[config.mk]
export PLATFORM = sky130hd
export DESIGN_NAME = vend_multi_fsm
export DESIGN_NICKNAME = d
export VERILOG_FILES = /design/src/rtl/vend_pkg.sv /design/src/rtl/vend_change_gen.sv /design/src/rtl/vend_multi_fsm.sv
export SDC_FILE = /design/constraint.sdc
export NUM_CORES = 1
export LEC_CHECK = 0
export CAP_MARGIN = 0
export CORE_MARGIN = 3
export CORE_UTILIZATION = 38
export DETAILED_ROUTE_END_ITERATION = 6
export PLACE_DENSITY = 0.72
export SETUP_SLACK_MARGIN = 0.4
export SLEW_MARGIN = 10
export SYNTH_ARGS = -nofsm -noshare
export SYNTH_HDL_FRONTEND = slang
export SYNTH_SLANG_ARGS = --single-unit
[constraint.sdc]
create_clock -name clk -period 3.3 [get_ports clk]
set_input_delay 0.66 -clock clk [delete_from_list [all_inputs] [get_ports clk]]
set_output_delay 0.66 -clock clk [all_outputs]
set_load 0.05 [all_outputs]
[src/rtl/vend_pkg.sv]
// Shared encodings and helpers for the multi-product vending controller.
package vend_pkg;

  localparam logic [1:0] COIN_NONE = 2'b00;
  localparam logic [1:0] COIN_5    = 2'b01;
  localparam logic [1:0] COIN_10   = 2'b10;
  localparam logic [1:0] COIN_20   = 2'b11;

  localparam logic [1:0] CHG_NONE = 2'b00;
  localparam logic [1:0] CHG_5    = 2'b01;
  localparam logic [1:0] CHG_10   = 2'b10;

  typedef enum logic [1:0] {
    ST_IDLE    = 2'd0,
    ST_COLLECT = 2'd1,
    ST_VEND    = 2'd2,
    ST_REFUND  = 2'd3
  } vend_state_t;

  // Credit units carried by one coin (1 unit = Rs.5).
  function automatic logic [2:0] coin_units(input logic [1:0] coin);
    case (coin)
      COIN_5:  coin_units = 3'd1;
      COIN_10: coin_units = 3'd2;
      COIN_20: coin_units = 3'd4;
      default: coin_units = 3'd0;
    endcase
  endfunction

endpackage

[src/rtl/vend_change_gen.sv]
// Picks the next refund coin (largest first) and the credit left after paying it.
module vend_change_gen
  import vend_pkg::*;
#(
  parameter int CREDIT_W = 4
) (
  input  logic [CREDIT_W-1:0] credit,
  output logic [1:0]          coin,
  output logic [CREDIT_W-1:0] credit_next
);

  always_comb begin
    coin        = CHG_NONE;
    credit_next = '0;
    if (credit >= CREDIT_W'(2)) begin
      coin        = CHG_10;
      credit_next = credit - CREDIT_W'(2);
    end else if (credit == CREDIT_W'(1)) begin
      coin        = CHG_5;
      credit_next = '0;
    end
  end

endmodule

[src/rtl/vend_multi_fsm.sv]
// Multi-product vending controller: saturating coin credit, priced selection,
// one-cycle dispense pulse and serial largest-first change.
//   state      | meaning
//   ST_IDLE    | no credit held
//   ST_COLLECT | credit held, accepting coins / select / cancel
//   ST_VEND    | one-cycle dispense pulse on out
//   ST_REFUND  | paying credit back one coin per cycle
module vend_multi_fsm
  import vend_pkg::*;
#(
  parameter int                         NUM_PROD   = 4,
  parameter int                         PRICE_W    = 4,
  parameter logic [NUM_PROD*PRICE_W-1:0] PRICES    = 16'h6423,
  parameter int                         MAX_CREDIT = 12,
  parameter int                         SEL_W      = (NUM_PROD > 1) ? $clog2(NUM_PROD) : 1,
  parameter int                         CREDIT_W   = $clog2(MAX_CREDIT + 1)
) (
  input  logic                clk,
  input  logic                rst,
  input  logic [1:0]          in,
  input  logic                sel_valid,
  input  logic [SEL_W-1:0]    sel,
  input  logic                cancel,
  output logic                out,
  output logic [SEL_W-1:0]    out_sel,
  output logic [1:0]          change,
  output logic                coin_rej,
  output logic                busy,
  output logic [CREDIT_W-1:0] credit
);

  for (genvar i = 0; i < NUM_PROD; i++) begin : g_price_chk
    if (int'(PRICES[i*PRICE_W +: PRICE_W]) == 0 ||
        int'(PRICES[i*PRICE_W +: PRICE_W]) > MAX_CREDIT) begin : g_bad
      $error("vend_multi_fsm: price of product %0d must be in 1..MAX_CREDIT", i);
    end
  end

  vend_state_t         state;
  logic [PRICE_W-1:0]  price_sel;
  logic                sel_ok;
  logic                coin_seen;
  logic [CREDIT_W:0]   credit_wide;
  logic [CREDIT_W:0]   coin_sum;
  logic [CREDIT_W:0]   price_wide;
  logic                can_buy;
  logic [1:0]          gen_coin;
  logic [CREDIT_W-1:0] gen_credit;

  always_comb begin
    price_sel = '0;
    for (int i = 0; i < NUM_PROD; i++) begin
      if (int'(sel) == i) price_sel = PRICES[i*PRICE_W +: PRICE_W];
    end
  end

  assign sel_ok      = int'(sel) < NUM_PROD;
  assign coin_seen   = (in != COIN_NONE);
  assign credit_wide = {1'b0, credit};
  assign coin_sum    = credit_wide + (CREDIT_W+1)'(coin_units(in));
  assign price_wide  = (CREDIT_W+1)'(price_sel);
  assign can_buy     = sel_valid && sel_ok && (credit_wide >= price_wide);

  vend_change_gen #(.CREDIT_W(CREDIT_W)) u_change_gen (
    .credit      (credit),
    .coin        (gen_coin),
    .credit_next (gen_credit)
  );

  always_ff @(posedge clk or posedge rst) begin
    if (rst) begin
      state    <= ST_IDLE;
      credit   <= '0;
      out      <= 1'b0;
      out_sel  <= '0;
      change   <= CHG_NONE;
      coin_rej <= 1'b0;
      busy     <= 1'b0;
    end else begin
      out      <= 1'b0;
      change   <= CHG_NONE;
      coin_rej <= 1'b0;
      case (state)
        ST_IDLE, ST_COLLECT: begin
          // Only an effective cancel/select outranks the coin; ignored requests let it through.
          if (cancel && credit != '0) begin
            state    <= ST_REFUND;
            busy     <= 1'b1;
            coin_rej <= coin_seen;
          end else if (can_buy) begin
            credit   <= CREDIT_W'(credit_wide - price_wide);
            out      <= 1'b1;
            out_sel  <= sel;
            state    <= ST_VEND;
            busy     <= 1'b1;
            coin_rej <= coin_seen;
          end else if (coin_seen) begin
            if (coin_sum <= (CREDIT_W+1)'(MAX_CREDIT)) begin
              credit <= CREDIT_W'(coin_sum);
              state  <= ST_COLLECT;
            end else begin
              coin_rej <= 1'b1;
            end
          end
        end
        ST_VEND: begin
          coin_rej <= coin_seen;
          if (credit != '0) begin
            state <= ST_REFUND;
          end else begin
            state <= ST_IDLE;
            busy  <= 1'b0;
          end
        end
        ST_REFUND: begin
          coin_rej <= coin_seen;
          change   <= gen_coin;
          credit   <= gen_credit;
          if (gen_credit == '0) begin
            state <= ST_IDLE;
            busy  <= 1'b0;
          end
        end
        default: begin
          state <= ST_IDLE;
          busy  <= 1'b0;
        end
      endcase
    end
  end

endmodule

=== Word-level counts from Yosys, hierarchy flattened ===
Cells that the tools add are included.
Widths: inputs -> output; s select.

* Word-level logic and storage cells: 80
* Input port bits: 8
* Register bits after elaboration: 13

* Muxes and demuxes: 34
* $add $sub $neg: 3
* Order comparisons: 3
* Bitwise gates (word level): 1
* Eq/ne operators: 18
* Reductions and logical operators: 14

{| class="wikitable"
|+ Operator list
! cell !! number
|-
| $mux 4 || 7
|-
| $mux 2 || 10
|-
| $eq 2x2->1 const B || 6
|-
| $mux 1 || 12
|-
| $ne 3x3->1 const B || 3
|-
| $pmux 3 s3 || 1
|-
| $reduce_and 3->1 || 3
|-
| $ne 4x4->1 const B || 2
|-
| $pmux 4 s2 || 1
|-
| $eq 2x1->1 const B || 3
|-
| $ne 2x2->1 const B || 3
|-
| $pmux 2 s3 || 1
|-
| $add 4x3->5 || 1
|-
| $le 5x4->1 const B || 1
|-
| $eq 4x1->1 const B || 1
|-
| $ge 4x2->1 const B || 1
|-
| $ge 4x4->1 || 1
|-
| $logic_not 2->1 || 2
|-
| $logic_not 4->1 || 1
|-
| $reduce_and 4->1 || 1
|-
| $reduce_bool 2->1 || 2
|-
| $reduce_bool 4->1 || 1
|-
| $reduce_or 2->1 || 2
|-
| $sub 4x2->4 const B || 1
|-
| other kinds (5) || 6
|}

=== Longest topological paths before layout ===
* Depth in word-level cells: 10
* Gate-level depth with buffers: 11
* Mapped depth without buffers: 10

=== Cells and area by module ===
From an unflattened synthesis, not the netlist that was laid out.

* Cell total of the unflattened synthesis: 122
* Area total of the unflattened synthesis: 1049.8 sq um

{| class="wikitable"
|+ By module, submodules not included
! module !! cells an instance !! area an instance (sq um) !! times used !! seq. area each (sq um)
|-
| vend_multi_fsm || 108 || 970.9 || 1 || 325.3
|-
| vend_change_gen || 14 || 78.8 || 1 || 0.0
|}

=== Least setup slack after synthesis ===
No wires, ideal clock.

* Kind: reg-to-reg
* Start: register credit[1]
* End: register credit[0]
* Arrival time: 2.785 ns
* Data required time: 3.178 ns
* Clock period less this slack: 2.907 ns
* Setup slack: 0.393 ns
* Cell stages (with the launch flop): 9
* Setup time: 0.122 ns
* Buffers on the path: 0
* Cells stage by stage: dfrtp_1 > inv_1 > fa_1 > nor2b_1 > and4b_2 > a221oi_1 > a41o_4 > o21ai_0 > a32o_1

* Cells in the longest elaborated chain, start to end: 5

{| class="wikitable"
|+ RTL lines
! item !! RTL line !! source
|-
| start: declaration || vend_multi_fsm.sv:29 || <nowiki>output logic [CREDIT_W-1:0] credit</nowiki>
|-
| start signal: assignment || vend_multi_fsm.sv:91 || <nowiki>credit <= CREDIT_W'(credit_wide - price_wide);</nowiki>
|-
| start signal: assignment || vend_multi_fsm.sv:99 || <nowiki>credit <= CREDIT_W'(coin_sum);</nowiki>
|-
| start signal: assignment || vend_multi_fsm.sv:118 || <nowiki>credit <= gen_credit;</nowiki>
|-
| branches (longest 5 deep; another with $add 4x3->5) || -- ||
|}

Parallel ways; which one is timed is not known. The select of a mux whose other input is x is not followed.
A chain may end at the register's enable or synchronous reset.

=== Worst setup path after layout ===
* Start: input port in[0]
* End: register credit[0]

* Cells in the longest elaborated chain, start to end: 8

{| class="wikitable"
|+ RTL lines
! item !! RTL line !! source
|-
| start: declaration || vend_multi_fsm.sv:20 || <nowiki>input logic [1:0] in,</nowiki>
|-
| branches (longest 8 deep; another with $add 4x3->5) || -- ||
|}

Parallel ways; which one is timed is not known. The select of a mux whose other input is x is not followed.

==> impl_metrics.ini <==
[grt]
antenna_found_initial = 0
grt_pass1_wl_um = 3890
track_usage = 0.152
grt_max_degree = 14
grt_pass1_vias = 867
grt-ovfl-total = 0

[yosys]
ys_types = 45
synth_seq_cells = 13
seq_area_frac_synth = 0.317
synth_edf_count = 0
yosysTopAreaCell = dfrtp_1
synth_top_cell_area_share = 0.317
ys_warn_count = 0
syn_inst = 110
syn_area_sq_um = 1030
synthArstFlopShare = 1.00
synth_area_leaders = dfrtp_1, ha_1, a21oi_1, fa_1, inv_1
synth-main-ff-cell = dfrtp_1
syn_area_per_cell_sq_um = 9.34
syn_nets = 127

[detailed_routing]
firstDrtPassIters = 4
detail_route.wl_per_cell_um = 14.5
routed_wl_um = 2460
wl_met3_um = 129
vias_per_cell = 5.51
drtAntennaViolNets = 0
highest_layer = met4
met2_length_um = 1300
vias = 931
drc = 0
wl_met1_um = 994
drtIter0Drc = 26

[worst_hold_path]
hp-start = out_sel[1]
whs_endpoint = out_sel[1]
hold_path_depth = 1
hold_class = flop to flop

[die]
die_w_um = 58.0
die_y_um = 58.0
rows = 18
core_area_sq_um = 2520
start_util = 0.407
design.die.area_sq_um = 3360
io-pin-count = 19

[worst_setup_path]
start_kind = primary input
r2r_end = credit[3]
required_ns = 3.47
cpPeakStageDelay_ns = 0.56
reg2reg_slack_ns = 0.66
end_kind = flop
path_cells = dlygate4sd2_1, buf_4, nand2b_1, fa_1, nor2b_4, and4b_2, a221oi_2, a41o_4, buf_6, o21ai_2, a32o_1
path_class = primary input to flop
worstPathMaxFanout = 4
ff2ff_path_depth = 12
r2r_start = credit[0]
crit_slowest_cell = fa_1
cp.arrival_ns = 3.02

[place]
pre_cts_ws_ns = -0.179
place.gp.congestion = 0.853
hpwl_um = 1830
post-place-cells = 159
io_buffers = 18

[flow_run]
maxCapViolCount = 0

[pwr]
vdd_drop_max_v = 0.000650
powerDensity_nw_per_um2 = 1050
p_leak_uw = 0.000600
finalPower_uw = 1420

[timing]
relSlewSlack = 0.665
rsz0062_at_grt = no
final_hold_viol_count = 0
holdWs_ns = 0.513
slew_viol_final = 0
finalSetupViolCount = 0
finClkSkew_ns = 0.00119
max_freq_mhz = 350
setup_slack_ns = 0.445
period_share = 0.865
tightest_slew_ns = 0.501
period_minus_slack_ns = 2.85

[cells_and_area]
areaGrowthSynthToFinish_pct = 32.0
final_common_cell = clkdlybuf4s50_1
instances_no_fill = 169
final_core_util = 0.538
fill_cells = 241
antennaDiodeCount = 0
fin_nets = 157
seqCellArea_sq_um = 327
multi_input_area_sq_um = 666
drive_gt1_frac = 0.259
final_cell_mix = clkdlybuf4s50_1, dfrtp_1, nor2_1, buf_4

[clocking]
cts_max_level = 1
clk_path_buf_depth = 2
clkSinkCount = 13
cts_tree = done
cts.reportedPaths.clkPinSlew_ns = 0.08
root_buffer = clkbuf_4
clock_latency_ns = 0.27
numCtsBuffers = 3

[status]
status = complete, no violations
[cell type report]
cell class,instances,area share
well taps,30,0.0277
multi-input cells,83,0.491
clock buffers,4,0.0194
flip-flops and latches,13,0.241
repair buffers,29,0.194
inverters,10,0.0277
[critical path, delay by kind of cell]
kind            cells  cell delay [ns]
compound gates      4             0.76
simple gates        3             0.57
fa+ha+maj           1             0.56
buf+inv             3             0.48
[how the worst max path moves through the flow]
| stage | start | endpoint | slack (ns) | cells after the start |
|---|---|---|---|---|
| finish | in[0] | credit[0] | 0.45 | 11 |
| detailed placement | in[0] | credit[0] | -0.18 | 11 |
| global placement | in[0] | credit[0] | -0.10 | 11 |
| CTS | in[1] | credit[0] | 0.45 | 12 |
| floorplan | in[0] | credit[0] | 0.47 | 10 |
| global route | in[0] | credit[0] | 0.37 | 11 |
[registers in the layout, indices dropped and copies added (netlist names)]
signal    cells
busy          1
credit        4
state         2
out_sel       2
coin_rej      1
out           1
change        2
[timing repair]
item	in CTS	in global routing
pin swaps	9	5
resized for setup	16	5
hold buffers	0	0
buffers inserted	4	2
endpoints found under the setup margin	5	3
[synth_stat cells, types with 3 or more instances]
master   count
nand3_1      3
a21oi_1      8
inv_1       10
nor3_1       3
nor2_1      10
o21ai_0      7
and2_1       3
ha_1         7
nand2_1      6
dfrtp_1     13
[power breakdown]
part	leakage [uW]	internal (uW)	switching, uW
combinational	0.000427	430	567
sequential	0.000158	229	101
clock	0.0000150	46.8	50.5
[stage by stage]
step / setup TNS [ns] / cell area [sq um]
finish: 0 / 1360
global route: 0 / 1360
CTS: 0 / 1330
detailed placement: -0.392 / 1250
global placement: -0.204 / 1250
floorplan: 0 / 1030
[metal layers]
layer  track usage  up-vias
met1         0.188      438
met3        0.0401        6
met2         0.273       35
met5             0        -
li1              -      452
met4        0.0199        0
[cells by family (layout without fill, tap and decap cells)]
family | Yosys count | count (layout) | share of synthesized area
simple gates | 34 | 34 | 0.179
compound gates | 34 | 34 | 0.253
xor+xnor | 3 | 3 | 0.0256
mux | 3 | 3 | 0.0317
buf+inv | 14 | 43 | 0.0694
flops | 13 | 13 | 0.317
fa+ha+maj | 9 | 9 | 0.124
Note: power is estimated with default switching activity, not from simulation.
